`config.mk`:
```
export PLATFORM = sky130hd
export DESIGN_NAME = brtag_alloc
export DESIGN_NICKNAME = d
export VERILOG_FILES = /design/src/rtl/brtag_alloc.sv
export SDC_FILE = /design/constraint.sdc
export NUM_CORES = 1
export LEC_CHECK = 0
export ABC_AREA = 1
export CAP_MARGIN = 20
export CORE_MARGIN = 4
export CORE_UTILIZATION = 30
export CTS_CLUSTER_DIAMETER = 120
export DETAILED_ROUTE_END_ITERATION = 8
export PLACE_DENSITY = 0.61
export SKIP_LAST_GASP = 1
export SYNTH_ARGS = -nofsm -noshare
export SYNTH_HDL_FRONTEND = slang
export SYNTH_SLANG_ARGS = --single-unit
```
`constraint.sdc`:
```
create_clock -name i_clk -period 3.5 [get_ports i_clk]
set_input_delay 0.7 -clock i_clk [delete_from_list [all_inputs] [get_ports i_clk]]
set_output_delay 0.7 -clock i_clk [all_outputs]
set_load 0.03 [all_outputs]
```
`src/rtl/brtag_alloc.sv`:
```
// brtag_alloc: one-hot branch-tag allocator tracking live tags, retiring on resolve and
// killing younger tags on mispredict. Define BRTAG_STATS_EN to add allocation/kill counters.
module brtag_alloc #(
  parameter int WIDTH_BRM = 4,
  parameter int WIDTH_CNT = 16
) (
  input  logic                 i_clk,
  input  logic                 i_rst_n,
  input  logic                 i_alloc,
  output logic                 o_ready,
  output logic [WIDTH_BRM-1:0] o_tag,
  output logic [WIDTH_BRM-1:0] o_brmask,
  input  logic                 i_res_valid,
  input  logic [WIDTH_BRM-1:0] i_res_tag,
  input  logic                 i_res_kill,
  output logic [WIDTH_BRM-1:0] o_kill_mask,
  output logic [WIDTH_BRM-1:0] o_free_mask,
  output logic                 o_full,
  output logic                 o_empty
`ifdef BRTAG_STATS_EN
  ,
  output logic [WIDTH_CNT-1:0] o_alloc_cnt,
  output logic [WIDTH_CNT-1:0] o_kill_cnt
`endif
);

  localparam logic [WIDTH_BRM-1:0] ZERO_BRM = {WIDTH_BRM{1'b0}};
  localparam logic [WIDTH_BRM-1:0] ONE_BRM  = {{(WIDTH_BRM-1){1'b0}}, 1'b1};

  function automatic logic is_onehot(input logic [WIDTH_BRM-1:0] v);
    return (v != ZERO_BRM) && ((v & (v - ONE_BRM)) == ZERO_BRM);
  endfunction

  logic [WIDTH_BRM-1:0]                live_q, live_d;
  logic [WIDTH_BRM-1:0][WIDTH_BRM-1:0] dep_q, dep_d;
  logic [WIDTH_BRM-1:0]                kill_q, kill_d;
  logic [WIDTH_BRM-1:0]                free_q, free_d;

  logic [WIDTH_BRM-1:0] free_list_s;
  logic [WIDTH_BRM-1:0] tag_s;
  logic [WIDTH_BRM-1:0] kill_set_s;
  logic [WIDTH_BRM-1:0] clr_s;
  logic                 ready_s;
  logic                 res_live_s;
  logic                 free_fire_s;
  logic                 kill_fire_s;
  logic                 alloc_fire_s;

  // Free list and lowest-free tag come from registered state only, so a tag freed
  // this cycle is not handed out until the next one.
  always_comb begin
    free_list_s  = ~live_q;
    tag_s        = free_list_s & (~free_list_s + ONE_BRM);
    ready_s      = (free_list_s != ZERO_BRM);
    res_live_s   = is_onehot(i_res_tag) && ((i_res_tag & live_q) != ZERO_BRM);
    free_fire_s  = i_res_valid && !i_res_kill && res_live_s;
    kill_fire_s  = i_res_valid && i_res_kill && res_live_s;
    alloc_fire_s = i_alloc && ready_s && !kill_fire_s;
  end

  // A live tag dies with tag k when k was live at its allocation, i.e. it is younger.
  always_comb begin
    kill_set_s = ZERO_BRM;
    for (int j = 0; j < WIDTH_BRM; j++) begin
      kill_set_s[j] = i_res_tag[j] | (live_q[j] & ((dep_q[j] & i_res_tag) != ZERO_BRM));
    end
  end

  // Next-state for live set, dependency rows and broadcast pulses.
  always_comb begin
    if (free_fire_s) begin
      clr_s = i_res_tag;
    end else if (kill_fire_s) begin
      clr_s = kill_set_s;
    end else begin
      clr_s = ZERO_BRM;
    end
    live_d = (live_q & ~clr_s) | (alloc_fire_s ? tag_s : ZERO_BRM);
    kill_d = kill_fire_s ? kill_set_s : ZERO_BRM;
    free_d = free_fire_s ? i_res_tag : ZERO_BRM;
    dep_d  = dep_q;
    for (int j = 0; j < WIDTH_BRM; j++) begin
      if (kill_fire_s && kill_set_s[j]) begin
        dep_d[j] = ZERO_BRM;
      end else if (alloc_fire_s && tag_s[j]) begin
        dep_d[j] = live_q & ~clr_s;
      end else begin
        dep_d[j] = dep_q[j] & ~clr_s;
      end
    end
  end

  // Tag state and pulse registers.
  always_ff @(posedge i_clk or negedge i_rst_n) begin
    if (!i_rst_n) begin
      live_q <= ZERO_BRM;
      dep_q  <= {(WIDTH_BRM*WIDTH_BRM){1'b0}};
      kill_q <= ZERO_BRM;
      free_q <= ZERO_BRM;
    end else begin
      live_q <= live_d;
      dep_q  <= dep_d;
      kill_q <= kill_d;
      free_q <= free_d;
    end
  end

  assign o_ready     = ready_s;
  assign o_full      = !ready_s;
  assign o_empty     = (live_q == ZERO_BRM);
  assign o_tag       = tag_s;
  assign o_brmask    = live_q;
  assign o_kill_mask = kill_q;
  assign o_free_mask = free_q;

`ifdef BRTAG_STATS_EN
  localparam logic [WIDTH_CNT-1:0] ONE_CNT = {{(WIDTH_CNT-1){1'b0}}, 1'b1};
  localparam logic [WIDTH_CNT-1:0] MAX_CNT = {WIDTH_CNT{1'b1}};

  logic [WIDTH_CNT-1:0] alloc_cnt_q, alloc_cnt_d;
  logic [WIDTH_CNT-1:0] kill_cnt_q, kill_cnt_d;

  // Saturating event counters.
  always_comb begin
    if (alloc_fire_s && (alloc_cnt_q != MAX_CNT)) begin
      alloc_cnt_d = alloc_cnt_q + ONE_CNT;
    end else begin
      alloc_cnt_d = alloc_cnt_q;
    end
    if (kill_fire_s && (kill_cnt_q != MAX_CNT)) begin
      kill_cnt_d = kill_cnt_q + ONE_CNT;
    end else begin
      kill_cnt_d = kill_cnt_q;
    end
  end

  // Counter registers.
  always_ff @(posedge i_clk or negedge i_rst_n) begin
    if (!i_rst_n) begin
      alloc_cnt_q <= {WIDTH_CNT{1'b0}};
      kill_cnt_q  <= {WIDTH_CNT{1'b0}};
    end else begin
      alloc_cnt_q <= alloc_cnt_d;
      kill_cnt_q  <= kill_cnt_d;
    end
  end

  assign o_alloc_cnt = alloc_cnt_q;
  assign o_kill_cnt  = kill_cnt_q;
`else
  localparam int unused_width_cnt = WIDTH_CNT;
`endif

endmodule

```
# Yosys cells after proc, flatten, opt, wreduce, memory -nomap -nowiden
# Index checks and enable logic that the tools add are counted.
classes:
  n_mux: 12
  n_bitwise: 24
  reduce_logical: 28
  addsub: 2
ops:
  columns: ["operator", "count"]
  rows:
  - ["4-bit AND", 12]
  - ["4-bit 2-to-1 mux", 12]
  - ["4-bit nonzero test", 7]
  - ["1-bit logical AND", 16]
  - ["4-bit NOT", 3]
  - ["4-bit zero test", 2]
  - ["4-bit by 1-bit adder with 4-bit output (second input constant)", 1]
  - ["1-bit AND", 4]
  - ["1-bit OR", 4]
  - ["4-bit OR", 1]
  - ["4-bit by 1-bit subtractor with 4-bit output (second input constant)", 1]
  - ["1-bit zero test", 3]
totals:
  register_bits: 28
  out_inout_bits: 19
  wordCells: 73
  input_bits: 9

# Depth between registers and ports, before layout
# Gate-level depths: netlist of the first run.
logic_depth:
  depth_word: 12
  depth_mapped: 13
  ltp_nobuf: 12

# Worst setup path before layout of the first run
# No wires, ideal clock.
synth_timing:
  kind: "register to output"
  startpoint: "register live_q[1], in the netlist o_brmask[1]"
  endpoint: "output o_empty"
  t_arrival_ns: 1.577
  t_required_ns: 2.800
  stages_incl_launch_ff: 2
  n_path_buf: 0
  path_slack_ns: 1.223
  path_cell_list: "dfrtp_1 nor4_1"
synth_between:
  elab_chain_len: 1
synth_lines:
  columns: ["element", "line_no", "text"]
  rows:
  - ["from (decl)", "34", "logic [WIDTH_BRM-1:0] live_q, live_d;"]
  - ["from (signal assigned)", "101", "live_q <= live_d;"]
  - ["4-bit zero test", "110", "assign o_empty = (live_q == ZERO_BRM);"]
  - ["to (decl)", "19", "output logic o_empty"]
# Every way passes these cells.

# Final worst setup path of the first run
layout_timing:
  startpoint: "register live_q[1], in the netlist o_brmask[1]"
  endpoint: "output o_full"
layout_between:
  elab_chain_len: 3
layout_lines:
  columns: ["element", "line_no", "text"]
  rows:
  - ["4-bit NOT", "52", "free_list_s = ~live_q;"]
  - ["4-bit nonzero test", "54", "ready_s = (free_list_s != ZERO_BRM);"]
  - ["1-bit zero test", "109", "assign o_full = !ready_s;"]
  - ["to (decl)", "18", "output logic o_full,"]
# Every way passes these cells.

==> reports/metrics.cfg, run 1 <==
[global_routing]
overflow = 0
grt_pass1_vias = 1155
grt_max_degree = 25
track_usage_pct = 13.51
grt_pass1_wl_microns = 5713
antenna_found_initial = 0

[power_and_ir_drop]
seqPwrFrac_pct = 38.5
clkPwrFrac_pct = 13.1
p_comb_share_pct = 48.4
internal_power_uw = 684.9
irDropWorstVdd_mv = 0.3594
netSwitchingPower_uw = 547.6
p_total_mw = 1.233
cellPowerDensity_nw_per_um2 = 733.5
swShare_pct = 44.43
p_leak_nw = 0.9855

[sta]
max_freq_mhz = 384.6
finalHoldViolCount = 0
slew_viol_final = 0
fin_tns_setup_ns = 0
tightest_slew_ns = 0.3287
setup_viol = 0
min_period_over_period_pct = 74.28
skew_ns = 0.004084
rsz0062_at_grt = false
fin_crit_ns = 2.600
max-slew-margin-rel_pct = 78.08

[critical_path]
slowest_delay_ns = 0.73
path_cells = nand3_1, nor2_1, clkdlybuf4s50_1
cp.required_ns = 2.80
cp.arrival_ns = 1.90
critPathKind = reg2out
end_kind = output pin
crit_fanout = 8
startpoint_type = register
cpMaxStageDelayCell = clkdlybuf4s50_1

[clock_network]
clock_latency_ns = 0.26
cts_sinks = 24
cts_made_buffers = 3
cts_resized = 0
cts-root-buf = clkbuf_8
cts_tree = yes
htree_levels = 1
postCtsSetupBuffers = 0
ctsHoldBuffers = 0
cts.clk_slew.worst_paths_ns = 0.08
clock_path_buffers = 2

[placement]
dp_hpwl_microns = 2639
port_buffers = 27
place.gp.congestion = 0.8491
dp_cells = 255

[synthesis]
synth-seq-area-share_pct = 45.67
synth_cell_types = 22
synth_seq_cells = 24
syn_area_sq_um = 1315
syn_inst = 179
ys_warn_count = 0
synth_area_per_cell_sq_um = 7.346
synth.net_count = 188

[die]
dieWidth_microns = 74.21
core_sq_um = 4115
initial_utilization_pct = 31.95
rows = 23
die-height_microns = 74.21
die-area_sq_um = 5506
ioPinCount = 28

[layout]
n_fill_cell = 435
nets = 219
final_cell_mix = nand2_1, inv_1, clkdlybuf4s50_1
layout-drive-gt1-share_pct = 8.654
final_common_cell = nand2_1
final_cell_count_no_fill = 258
ff_latch_area_sq_um = 600.6
syn2layout_area_growth_pct = 27.78
multiInputGateArea_sq_um = 570.5
antenna_cells = 0

[route]
dr.pass1.iters = 4
drc = 0
drtIter0Drc = 136
num_vias = 1198
wl_per_cell_microns = 13.28
viasPerCell = 4.643
drtAntennaViolNets = 0
drt-total-wl_microns = 3427

[flow_run]
maxCapViolCount = 0

[min_path]
hold_class = reg2reg

[outcome]
status = finished clean

[worst max-delay path, delay by kind of cell (launching register included)]
family,cells,cell delay [ns]
buffers and inverters,1,0.73
and+or+nand+nor,2,0.38
DFF,1,0.52
[through the flow]
stage                     worst slack (ns)  hold WS, ns  cell area (sq um)  utilization (%)
after detailed placement            0.9467       0.5074               1639            39.83
after CTS                           0.9005       0.5200               1680            40.83
after global routing                0.7728       0.5404               1680            40.83
after floorplan                      1.223       0.4044               1315                -
after global placement              0.9398       0.4954               1639            39.83
final                               0.9000       0.5175               1680            40.83
[cells in the mapped netlist]
master / number / area, sq um
a21oi_1: 3 / 15.01
buf_2: 1 / 5.000
buf_6: 1 / 11.26
dfrtp_1: 24 / 600.6
inv_1: 29 / 108.9
inv_2: 5 / 18.77
nand2_1: 57 / 214.0
nand2_2: 1 / 6.260
nand2_4: 3 / 33.78
nand3_1: 21 / 105.1
nand3_2: 2 / 20.02
nand4_1: 4 / 25.02
nor2_1: 18 / 67.56
nor2_4: 1 / 11.26
nor2_8: 1 / 20.02
nor4_1: 1 / 6.260
o21a_1: 2 / 15.01
o21ai_0: 1 / 5.000
o21bai_1: 1 / 7.510
or2_0: 1 / 6.260
or2_1: 1 / 6.260
or2_2: 1 / 6.260
[registers in the layout, indices dropped and copies added (netlist names)]
signal       flops
o_kill_mask      4
dep_q           12
o_brmask         4
o_free_mask      4
[path summary, 6_finish.rpt]
check                       startpoint   endpoint  slack (ns)  depth (start not counted)
max                        o_brmask[1]     o_full        0.90                          3
min                           dep_q[9]   dep_q[9]        0.52                          2
max reg2reg                o_brmask[3]   dep_q[1]        1.78                          9
min reg2reg                   dep_q[9]   dep_q[9]        0.52                          2
max in group asynchronous      i_rst_n   dep_q[3]        2.47                          2
min in group asynchronous      i_rst_n  dep_q[14]        0.79                          2
[layer usage]
layer | share of wire, % | GRT usage [%]
met1 | 46 | 19.20
met2 | 46 | 21.16
met3 | 7.2 | 2.973
met4 | 0.35 | 2.817
met5 | 0 | 0
[power by group through the flow]
| stage | registers [mW] | logic, mW | clock network, mW |
|---|---|---|---|
| final | 0.475 | 0.596 | 0.162 |
| after global routing | 0.489 | 0.665 | 0.180 |
| after CTS | 0.473 | 0.602 | 0.167 |
| after detailed placement | 0.479 | 0.598 | 0 |
| after global placement | 0.479 | 0.599 | 0 |
| after floorplan | 0.494 | 0.357 | 0 |
[cell type report]
cell class                 count  area share [%]
sequential                    24           35.74
multi-input combinational    119           33.95
timing repair buffer          28           16.53
inverter                      34           7.595
tap                           50           3.723
clock buffer                   3           2.457
[cells by family (layout without fill, tap and decap cells)]
logic type / after synthesis / count (layout) / share of synthesized area [%]
buffers and inverters: 36 / 65 / 10.94
DFF: 24 / 24 / 45.67
AOI/OAI and AO/OA: 7 / 7 / 3.234
and+or+nand+nor: 112 / 112 / 40.15
(Power assumes the default switching activity.)
==> inputs of run 2 (changes only) <==
==> constraint.sdc (replaced) <==
create_clock -name i_clk -period 2.5 [get_ports i_clk]
set_input_delay 0.5 -clock i_clk [delete_from_list [all_inputs] [get_ports i_clk]]
set_output_delay 0.5 -clock i_clk [all_outputs]
set_load 0.03 [all_outputs]
==> reports/metrics.cfg, run 2 (synthesized netlist as in run 1, its figures left out) <==
[outcome]
status = finished clean

[global_routing]
antenna_found_initial = 0
overflow = 0
grt_pass1_wl_microns = 5865
grt_pass1_vias = 1207
track_usage_pct = 13.91
grt_max_degree = 25

[route]
drt-total-wl_microns = 3445
num_vias = 1196
viasPerCell = 4.565
drtAntennaViolNets = 0
wl_per_cell_microns = 13.15
dr.pass1.iters = 4
drtIter0Drc = 121
drc = 0

[die]
dieWidth_microns = 74.21
die-height_microns = 74.21
initial_utilization_pct = 31.95
ioPinCount = 28
rows = 23
die-area_sq_um = 5506
core_sq_um = 4115

[sta]
setup_viol = 0
max-slew-margin-rel_pct = 77.39
fin_crit_ns = 2.331
min_period_over_period_pct = 93.25
fin_tns_setup_ns = 0
max_freq_mhz = 428.9
tightest_slew_ns = 0.3391
finalHoldViolCount = 0
fin_hold_ws_ns = 0.5102
slew_viol_final = 0
skew_ns = 0.003772
rsz0062_at_grt = false

[placement]
port_buffers = 27
dp_hpwl_microns = 2566
place.gp.congestion = 0.8753

[power_and_ir_drop]
clkPwrFrac_pct = 19.0
cellPowerDensity_nw_per_um2 = 1062
irDropWorstVdd_mv = 0.3562
seqPwrFrac_pct = 35.9
p_leak_nw = 1.029
internal_power_mw = 1.069
p_comb_share_pct = 45.1
swShare_pct = 42.01
netSwitchingPower_uw = 774.6

[critical_path]
cp.required_ns = 2.00
startpoint_type = register
end_kind = output pin
rr_worst_depth = 8
critPathKind = reg2out
reg2reg_slack_ns = 0.84
reg2reg_to = dep_q[7]
crit_fanout = 7
cp.arrival_ns = 1.83
r2r-start = o_brmask[3]

[layout]
final_cell_mix = nand2_1, inv_1, clkdlybuf4s50_1
syn2layout_area_growth_pct = 32.07
layout-drive-gt1-share_pct = 10.85
nets = 222
final_common_cell = nand2_1
largest_register_ffs = 12
antenna_cells = 0
largest-register = dep_q

[min_path]
hold_class = reg2reg
hold_end = dep_q[14]
hp-start = dep_q[14]
min_path_cells = 1

[clock_network]
cts_sinks = 24
clock_path_buffers = 2
cts-root-buf = clkbuf_8
cts.clk_slew.worst_paths_ns = 0.09
htree_levels = 1
clock_latency_ns = 0.27
cts_tree = yes
cts_made_buffers = 3
postCtsSetupBuffers = 0

[flow_run]
maxCapViolCount = 0

## run 2: cell count changes in the layout (fill, tap and decap cells not counted), sizes merged
cell,before,now
bufinv,0,1
dlymetal6s2s,0,1
clkdlybuf4s50,27,26
buf,1,4
## run 2: repair_timing
action | in CTS | in global routing
hold buffers | 0 | 0
resized for setup | 0 | 2
setup endpoints to repair | 0 | 2
## run 2: worst max-delay path, cell delays in order (launching register included)
cell	delay [ns]
dfrtp_1	0.50
nand3_1	0.15
nor2_1	0.20
clkdlybuf4s50_1	0.71
## run 2: worst max path at each step
stage | from | slack [ns] | end
after global routing | o_brmask[0] | 0.02 | o_ready
after global placement | i_res_tag[0] | 0.14 | o_brmask[0]
after detailed placement | i_res_tag[0] | 0.09 | dep_q[12]
after floorplan | o_brmask[1] | 0.42 | o_empty
final | o_brmask[2] | 0.17 | o_tag[3]
after CTS | o_brmask[1] | 0.06 | o_full
## run 2: routing by layer
| layer | up-vias | share of wire, % | GRT usage, % |
|---|---|---|---|
| met2 | 22 | 45 | 22.05 |
| li1 | 611 | - | - |
| met5 | - | 0 | 0 |
| met4 | 0 | 0.61 | 3.018 |
| met3 | 4 | 4.3 | 2.162 |
| met1 | 559 | 50 | 20.07 |
## run 2: metrics by stage
stage | area, sq um | setup WS (ns) | instances | total power, mW | util [%]
after floorplan | 1315 | 0.4235 | 179 | 1.191 | -
final | 1737 | 0.1686 | 262 | 1.844 | 42.20
after global placement | 1662 | 0.1369 | 258 | 1.509 | 40.38
after global routing | 1737 | 0.02075 | 262 | 1.985 | 42.20
after detailed placement | 1662 | 0.09436 | 258 | 1.505 | 40.38
after CTS | 1733 | 0.06243 | 262 | 1.854 | 42.11
## run 2: power by group through the flow
| stage | Clock (mW) | Combinational [mW] | Sequential [mW] |
|---|---|---|---|
| finish | 0.350 | 0.832 | 0.662 |
| global route | 0.369 | 0.936 | 0.680 |
| CTS | 0.352 | 0.843 | 0.659 |
| detailed placement | 0 | 0.838 | 0.668 |
| global placement | 0 | 0.841 | 0.668 |
| floorplan | 0 | 0.499 | 0.692 |
## run 2: final cells by class
| type | count | area (sq um) |
|---|---|---|
| inverters | 34 | 127.6 |
| clock inverters | 1 | 30.03 |
| flip-flops and latches | 24 | 601.8 |
| clock buffers | 3 | 41.29 |
| well taps | 50 | 62.56 |
| multi-input cells | 119 | 570.5 |
| fillers | 426 | 2379 |
| repair buffers | 31 | 302.8 |
==> inputs of run 3 (changes only) <==
--- a/config.mk
+++ b/config.mk
@@ -11,7 +11,7 @@
 export CORE_UTILIZATION = 30
 export CTS_CLUSTER_DIAMETER = 120
 export DETAILED_ROUTE_END_ITERATION = 8
-export PLACE_DENSITY = 0.61
+export PLACE_DENSITY = 0.63
 export SKIP_LAST_GASP = 1
 export SYNTH_ARGS = -nofsm -noshare
 export SYNTH_HDL_FRONTEND = slang
==> constraint.sdc (replaced) <==
create_clock -name i_clk -period 2 [get_ports i_clk]
set_input_delay 0.4 -clock i_clk [delete_from_list [all_inputs] [get_ports i_clk]]
set_output_delay 0.4 -clock i_clk [all_outputs]
set_load 0.03 [all_outputs]
==> reports/metrics.cfg, run 3 (synthesized netlist as in run 1, its figures left out) <==
[min_path]
hold_class = in2async

[layout]
layout-drive-gt1-share_pct = 19.31
largest_register_ffs = 12
syn2layout_area_growth_pct = 43.48
nets = 243
final_cell_count_no_fill = 283
antenna_cells = 0
largest-register = dep_q
final_common_cell = nand2_1
final_cell_mix = nand2_1, inv_1, buf_4
n_fill_cell = 435

[clock_network]
cts_sinks = 24
clock_latency_ns = 0.26
cts.clk_slew.worst_paths_ns = 0.09
cts_tree = yes
htree_levels = 1
cts_made_buffers = 3
ctsHoldBuffers = 0
cts-root-buf = clkbuf_8
clock_path_buffers = 2

[outcome]
status = finished clean

[critical_path]
cp.arrival_ns = 1.53
crit_fanout = 5
end_kind = output pin
slowest_delay_ns = 0.67
startpoint = o_brmask[1]
cpMaxStageDelayCell = clkdlybuf4s50_1
cp.required_ns = 1.60
path_cells = buf_4, clkdlybuf4s50_1
r2r-start = o_brmask[3]
startpoint_type = register
critPathKind = reg2out

[global_routing]
grt_pass1_wl_microns = 5844
track_usage_pct = 13.87
antenna_found_initial = 0
grt_max_degree = 25
overflow = 0
grt_pass1_vias = 1236

[die]
die-height_microns = 74.21
dieWidth_microns = 74.21
rows = 23
initial_utilization_pct = 31.95
die-area_sq_um = 5506
ioPinCount = 28
core_sq_um = 4115

[route]
dr.pass1.iters = 6
wl_per_cell_microns = 12.08
viasPerCell = 4.509
drc = 0
drtAntennaViolNets = 0
drtIter0Drc = 118
drt-total-wl_microns = 3418
num_vias = 1276

[placement]
dp_cells = 279
dp_hpwl_microns = 2648
place.gp.congestion = 1.001
port_buffers = 27

[sta]
rsz0062_at_grt = false
max-slew-margin-rel_pct = 79.03
finalHoldViolCount = 0
slew_viol_final = 0
min_period_over_period_pct = 96.45
max_freq_mhz = 518.4
tightest_slew_ns = 0.3140
fin_crit_ns = 1.929
setup_viol = 0
skew_ns = 0.002040
fin_hold_ws_ns = 0.4823

[power_and_ir_drop]
cellPowerDensity_nw_per_um2 = 1252
p_leak_nw = 1.135
irDropWorstVdd_mv = 0.6939

[flow_run]
maxCapViolCount = 0

[run 3: changes by cell type in the layout (fill, tap and decap cells not counted)]
cell | previous run | this run
clkdlybuf4s50_1 | 26 | 20
nor2_1 | 18 | 17
nor2_2 | 0 | 1
dlygate4sd2_1 | 0 | 5
dfrtp_1 | 23 | 24
buf_4 | 4 | 26
dfrtp_2 | 1 | 0
[run 3: cell type report]
type	instances	area (sq um)	area share [%]
Clock buffer	3	41.29	2.188
Clock inverter	1	30.03	1.592
Inverter	34	127.6	6.764
Multi-Input combinational cell	119	573.1	30.37
Sequential cell	24	600.6	31.83
Tap cell	50	62.56	3.316
Timing Repair Buffer	52	451.7	23.94
[run 3: timing repair]
action                                  in CTS  in global routing
hold endpoints to repair                     0                  0
setup buffers                                0                  0
resized for setup                            5                  1
gates cloned                                 0                  0
endpoints found under the setup margin       5                  1
[run 3: per-stage QoR]
stage | TNS (ns) | utilization (%) | instance area, sq um | power [mW] | worst slack (ns)
floorplan | 0 | - | 1318 | 1.494 | 0.01422
global placement | -1.374 | 44.21 | 1819 | 1.982 | -0.1590
detailed placement | -1.801 | 44.21 | 1819 | 1.985 | -0.1826
CTS | 0 | 45.79 | 1884 | 2.383 | 0.02048
global route | 0 | 45.85 | 1887 | 2.544 | 0.01600
finish | 0 | 45.85 | 1887 | 2.363 | 0.07099
[run 3: worst paths after layout]
path	slack (ns)	depth (start not counted)	end
max	0.07	2	o_brmask[1]
min	0.48	2	o_kill_mask[3]
max reg2reg	0.27	9	dep_q[7]
min reg2reg	0.52	1	dep_q[14]
max in group asynchronous	1.28	2	dep_q[7]
min in group i_clk	0.52	1	dep_q[14]
[run 3: power by group]
group          internal [mW]  switching, mW  leakage [nW]
clock network          0.267          0.153        0.0357
registers              0.652          0.136         0.305
logic                  0.470          0.684         0.794
total                   1.39          0.973          1.13
[run 3: layer usage]
| metal | vias up | share of wire (%) | track usage [%] |
|---|---|---|---|
| met5 | - | 0 | 0 |
| met1 | 590 | 49 | 19.77 |
| li1 | 657 | - | - |
| met2 | 23 | 46 | 20.87 |
| met3 | 6 | 3.8 | 2.297 |
| met4 | 0 | 1.9 | 5.634 |
[run 3: worst max-delay path: cells and delay by family (launching register included)]
family | cells | cell delay, ns
buffers and inverters | 2 | 0.84
DFF | 1 | 0.43
